===== src/rtl/intr_ctrl.sv =====
// Memory-mapped interrupt controller feeding CP0 HWInt.
// Latches edge/level requests, masks them, and is acknowledged by a bus store.
module intr_ctrl #(
    parameter logic [31:0] BASE = 32'h00007f20,
    parameter int          NSRC = 6
) (
    input  logic            clk,
    input  logic            reset,
    input  logic [NSRC-1:0] irq_in,
    input  logic [31:0]     m_addr,
    input  logic [3:0]      m_byteen,
    input  logic [31:0]     m_wdata,
    output logic [31:0]     m_rdata,
    output logic [NSRC-1:0] hwint
);

    logic [NSRC-1:0] pend;
    logic [NSRC-1:0] mask;
    logic [NSRC-1:0] mode;
    logic [NSRC-1:0] ovr;
    logic [NSRC-1:0] irq_prev;

    logic [NSRC-1:0] clr;
    logic [NSRC-1:0] rise;
    logic [NSRC-1:0] pend_nxt;
    logic [NSRC-1:0] ovr_nxt;

    logic [31:0] addr_w;
    logic [1:0]  off;
    logic        sel;
    logic        wr;
    logic        ack_wr;
    logic        mask_wr;
    logic        mode_wr;
    logic [2:0]  hi_idx;
    logic [31:0] stat;

    // Low address bits and upper data bits are not decoded.
    logic unused_bits;
    assign unused_bits = ^{m_addr[1:0], m_wdata[31:NSRC]};

    assign addr_w  = {m_addr[31:2], 2'b00};
    assign sel     = (addr_w >= BASE) && (addr_w <= BASE + 32'hC);
    assign off     = m_addr[3:2] - BASE[3:2];
    assign wr      = sel && (|m_byteen);
    assign ack_wr  = wr && (off == 2'd0);
    assign mask_wr = wr && m_byteen[0] && (off == 2'd1);
    assign mode_wr = wr && m_byteen[0] && (off == 2'd2);

    // An ACK with no usable low-byte data clears every source.
    always_comb begin
        clr = '0;
        if (ack_wr) begin
            if (m_byteen[0] && (|m_wdata[NSRC-1:0]))
                clr = m_wdata[NSRC-1:0];
            else
                clr = '1;
        end
    end

    // Edge sources set over a simultaneous clear; level sources track the line.
    assign rise     = irq_in & ~irq_prev;
    assign pend_nxt = (mode & (rise | (pend & ~clr))) | (~mode & irq_in);
    assign ovr_nxt  = (mode & rise & pend & ~clr) | (ovr & ~clr);

    // Register update; masked sources still latch.
    always_ff @(posedge clk) begin
        if (reset) begin
            pend     <= '0;
            mask     <= '0;
            mode     <= '0;
            ovr      <= '0;
            irq_prev <= '0;
        end else begin
            pend     <= pend_nxt;
            ovr      <= ovr_nxt;
            irq_prev <= irq_in;
            if (mask_wr)
                mask <= m_wdata[NSRC-1:0];
            if (mode_wr)
                mode <= m_wdata[NSRC-1:0];
        end
    end

    assign hwint = pend & mask;

    // Highest-numbered active interrupt, 7 when none.
    always_comb begin
        hi_idx = 3'd7;
        for (int i = 0; i < NSRC; i++) begin
            if (hwint[i])
                hi_idx = 3'(i);
        end
    end

    // Status word assembly.
    always_comb begin
        stat = '0;
        stat[NSRC-1:0]   = pend;
        stat[8 +: NSRC]  = ovr;
        stat[18:16]      = hi_idx;
    end

    // Read mux; ACK slot and out-of-window addresses read zero.
    always_comb begin
        m_rdata = '0;
        if (sel) begin
            unique case (off)
                2'd0: m_rdata = '0;
                2'd1: m_rdata = {{(32-NSRC){1'b0}}, mask};
                2'd2: m_rdata = {{(32-NSRC){1'b0}}, mode};
                2'd3: m_rdata = stat;
                default: m_rdata = '0;
            endcase
        end
    end

endmodule

===== config.mk =====
export PLATFORM = sky130hd
export DESIGN_NAME = intr_ctrl
export DESIGN_NICKNAME = d
export VERILOG_FILES = /design/src/rtl/intr_ctrl.sv
export SDC_FILE = /design/constraint.sdc
export NUM_CORES = 1
export LEC_CHECK = 0
export BUFFER_PORTS_ARGS = -buffer_cell sky130_fd_sc_hd__buf_2
export CORE_MARGIN = 2
export CORE_UTILIZATION = 40
export CTS_BUF_LIST = sky130_fd_sc_hd__clkbuf_8
export CTS_CLUSTER_SIZE = 12
export DETAILED_ROUTE_END_ITERATION = 16
export PLACE_DENSITY = 0.79
export SLEW_MARGIN = 5
export SYNTH_ARGS = -nofsm -noshare
export SYNTH_HDL_FRONTEND = slang
export SYNTH_SLANG_ARGS = --single-unit

===== constraint.sdc =====
create_clock -name clk -period 2.3 [get_ports clk]
set_input_delay 0.23 -clock clk [delete_from_list [all_inputs] [get_ports clk]]
set_output_delay 0.23 -clock clk [all_outputs]
set_load 0.02 [all_outputs]

### Word level (Yosys, flattened, before mapping)

Cells that the tools add are included.

| storage, ports and cells | value |
|---|---|
| register bits after elaboration | 30 |

| operators by class | value |
|---|---|
| reduce and logical (&&, ||, !) cells | 10 |
| order comparisons | 2 |
| bitwise operators | 15 |
| muxes and demuxes | 10 |
| eq/ne operators | 3 |

Operators with widths:

| cell | count |
|---|---|
| one-hot mux 32 bit (4 select lines) | 1 |
| bitwise AND 6 bit | 9 |
| >= comparator 32 x 15 -> 1 bit (second input constant) | 1 |
| <= comparator 32 x 15 -> 1 bit (second input constant) | 1 |
| 2-to-1 mux 32 bit | 1 |
| 2-to-1 mux 3 bit | 6 |
| inverter 6 bit | 3 |
| OR 6 bit | 3 |
| 2-to-1 mux 6 bit | 2 |
| logical AND 1 bit | 7 |
| OR reduction 6 bit | 1 |
| == test 2 bit (second input constant) | 2 |
| OR reduction 4 bit | 1 |
| == test 2 x 1 -> 1 bit (second input constant) | 1 |
| zero test 2 bit | 1 |

### Logic depth before layout (Yosys ltp)

| logic depth | value |
|---|---|
| depth after elaboration | 10 |
| gate-level depth with buffers | 6 |
| gate-level depth less buffers | 4 |

### Least setup slack after synthesis

Ideal clock, no wire load.

| path | value |
|---|---|
| path kind | in2out |
| from | in m_addr[29] |
| to | out m_rdata[17] |
| arrival | 2.001 ns |
| cell stages on the path | 4 |
| setup slack | 0.069 ns |
| cell sequence | or4_4 a2111oi_4 nand2_2 a2111oi_2 |

| between the ends | value |
|---|---|
| cells in the longest elaborated chain, start to end | 3 |
| elaborated cells on any way between the ends | 4 |
| classes of those cells | order compare: 2; mux: 1; reduce/logical: 1 |

Ends and longest elaborated chain:

| item | RTL line | source |
|---|---|---|
| start, declared | 10 | `input logic [31:0] m_addr,` |
| >= comparator 32 x 15 -> 1 bit or <= comparator 32 x 15 -> 1 bit (tied branches) | 43 | `assign sel = (addr_w >= BASE) && (addr_w <= BASE + 32'hC);` |
| logical AND 1 bit * | 43 |  |
| 2-to-1 mux 32 bit * | 107 | `if (sel) begin` |
| end, declared | 13 | `output logic [31:0] m_rdata,` |

Mark *: on every way between the ends. The rest lies on a longest branch, timed or not.

### Final worst setup path

| path | value |
|---|---|
| from | in m_addr[6] |
| to | out m_rdata[18] |

The elaborated chain is that of the path after synthesis.

==> flow_summary_export.csv <==
group,metric,value,unit
run_status,status,"complete, no violations",
timing,slew-limit-headroom,66.2,%
placement,gp_congestion,0.781,
worst_hold_path,hp-class,"in2reg",
global_routing,grt_max_degree,36,
clocking,clk_pin_slew,0.06,ns
worst_setup_path,crit_path_start_kind,"input pin",
die,start_util,42.3,%
timing,period_share,99.1,%
global_routing,grt_antenna_before_repair,0,
placement,port_buffers,68,
global_routing,grt_pass1_vias,1579,
placement,place_inst,333,
die,die_w,72.3,µm
clocking,numCtsBuffers,5,
global_routing,grt_pass1_wl,7250,µm
worst_setup_path,cp.arrival,2.05,ns
die,ios,114,
routing,viasPerCell,5.13,
timing,setup_viol,0,
cells_and_area,nets,364,
die,core_area,4410,µm²
routing,drtPass1Iterations,4,
worst_setup_path,path_cells,"buf_2 -> or4b_2 -> nor4_4 -> buf_4 -> nand2_2 -> buf_4 -> nor3_1 -> buf_2",
synthesis,synth.ff_latch_count,30,
synthesis,synth.yosys.seq_area_share,32.2,%
placement,dpl_worst_slack,0.0374,ns
timing,rsz0062_at_grt,"no",
synthesis,ys_types,43,
cells_and_area,stdcell_count,340,
cells_and_area,fin_util,52.7,%
synthesis,syn_area_per_cell,8.81,µm²
routing,route.detailed.drc,0,
synthesis,syn_inst,212,
cells_and_area,n_fill_cell,423,
global_routing,grt_use_total,18.2,%
die,num_rows,24,
timing,hold_viol,0,
placement,hpwl,3640,µm
clocking,cts-root-buf,"clkbuf_8",
die,dieArea,5230,µm²
worst_setup_path,crit_slowest_cell,"or4b_2",
synthesis,synthTopCellsByArea,"dfxtp_1 (32%), buf_4 (7.6%), mux2i_1 (6.4%)",
clocking,clockBufferDepth,2,
cells_and_area,area_growth,24.6,%
worst_setup_path,cp.buffers_inverters,4,
worst_setup_path,critical_path.max_fanout,6,
cells_and_area,drive_above_1_share,35.8,%
synthesis,yosysTopAreaCell,"dfxtp_1",
power,leakage,1.09,nW
synthesis,yosys_warnings,0,
routing,ant_nets,0,
worst_setup_path,end_kind,"output pin",
timing,fin_ws,0.0217,ns
worst_setup_path,critPathTopFamily,"simple AND/OR/NAND/NOR gates",
clocking,clk_latency,0.29,ns
timing,fin_skew,0.00498,ns
cells_and_area,final_common_cell,"buf_2",
routing,post_drt_wl_per_cell,14.2,µm
clocking,cts-htree-levels,2,
timing,finalMaxSlewViolations,0,
die,die_height,72.3,µm
timing,fin_tns_setup,0,ns
synthesis,syn_area,1870,µm²
synthesis,synth_top_area_share,32.2,%
timing,fmax,439,MHz
power,power.density,465,nW/µm²
timing,fin_crit,2.28,ns
cells_and_area,n_antenna_cell,0,
power,ir_drop,0.000370,V
routing,num_vias,1743,
cells_and_area,layout_common_cells,"buf_2 (67), dfxtp_1 (30), nand2_1 (20)",
worst_setup_path,slowest_delay,0.70,ns
worst_setup_path,crit_type,"in2out",
worst_setup_path,worstPathRequired,2.07,ns
global_routing,gr-total-overflow,0,
flow_run,cap_violations,0,
clocking,tritoncts,"yes",
timing,tightest_slew,0.507,ns
routing,drtIter0Drc,119,
clocking,cts.sinks,30,
routing,wirelength,4820,µm
[registers in the layout, summed over array words and instances, names as in the netlist]
signal / flops
ovr: 6
mask: 6
irq_prev: 6
mode: 6
pend: 6
[final cells by class]
cell class / count / area (µm²) / share of cell area [%]
clock inverter: 2 / 7.51 / 0.323
tap: 52 / 65.1 / 2.80
clock buffer: 5 / 68.8 / 2.96
sequential: 30 / 601 / 25.8
timing repair buffer: 78 / 418 / 18.0
multi-input combinational: 162 / 1130 / 48.4
inverter: 11 / 41.3 / 1.77
[through the flow]
| stage | power (mW) | hold WS, ns | cell area [µm²] |
|---|---|---|---|
| CTS | 1.08 | 0.194 | 2300 |
| finish | 1.08 | 0.196 | 2330 |
| floorplan | 0.653 | 0.313 | 1930 |
| global route | 1.12 | 0.220 | 2330 |
| detailed placement | 0.694 | 0.481 | 2230 |
| global placement | 0.690 | 0.476 | 2230 |
[power breakdown]
group | total (mW) | switching (mW) | internal [mW]
combinational | 0.145 | 0.0815 | 0.0632
sequential | 0.540 | 0.00870 | 0.531
clock | 0.397 | 0.199 | 0.199
[cells in the mapped netlist]
cell and n:
a31oi_1 4, nand4_4 1, mux2_2 6, nand2_1 20, mux2i_1 12, or4_1 3, nor2_1 9, nand4bb_1 1
a22oi_1 6, nor4_4 1, a21boi_1 1, or2_2 3, o211ai_1 3, nand3b_1 3, nor4_1 1, and2_1 9
a2111oi_4 1, and4_1 1, inv_1 11, nand2b_1 18, o2111ai_1 1, buf_4 19, and3_2 1, clkbuf_1 4
nand4b_1 1, buf_6 2, nor2b_1 10, nor3_1 2, a22o_1 1, a21o_1 2, o31ai_1 1, or4b_2 1
and3b_2 1, dfxtp_1 30, or4_4 1, or3_1 3, o21ai_0 3, nand2_2 1, a211oi_1 5, conb_1 1
a2111oi_2 1, a41oi_1 6, or4bb_1 1
[routing by layer]
| metal | global-route usage [%] | wire length [µm] |
|---|---|---|
| met1 | 22.6 | 2030 |
| met2 | 29.7 | 2410 |
| met3 | 3.89 | 271 |
| met4 | 9.43 | 106 |
| met5 | 0 | 0 |
[kinds of logic after synthesis]
kind of cell           share of synthesized area, %
flip-flops                                     32.2
multiplexers                                   10.0
buffers and inverters                          11.9
AND/OR/NAND/NOR                                30.3
AO/OA/AOI/OAI                                  15.4
other                                         0.201
[timing repair]
action	CTS	global route
hold buffers	0	0
resized for setup	0	4
endpoints found under the setup margin	0	2
setup buffers	0	0
[worst paths after layout]
check                 start     endpoint  slack [ns]  cells after the start
hold / removal    irq_in[4]  irq_prev[4]        0.20                      2
setup / recovery  m_addr[6]  m_rdata[18]        0.02                      8
setup reg to reg    mode[0]      pend[0]        1.30                      3
hold reg to reg     mask[2]      mask[2]        0.49                      2
Note: power is estimated with default switching activity, not from simulation.
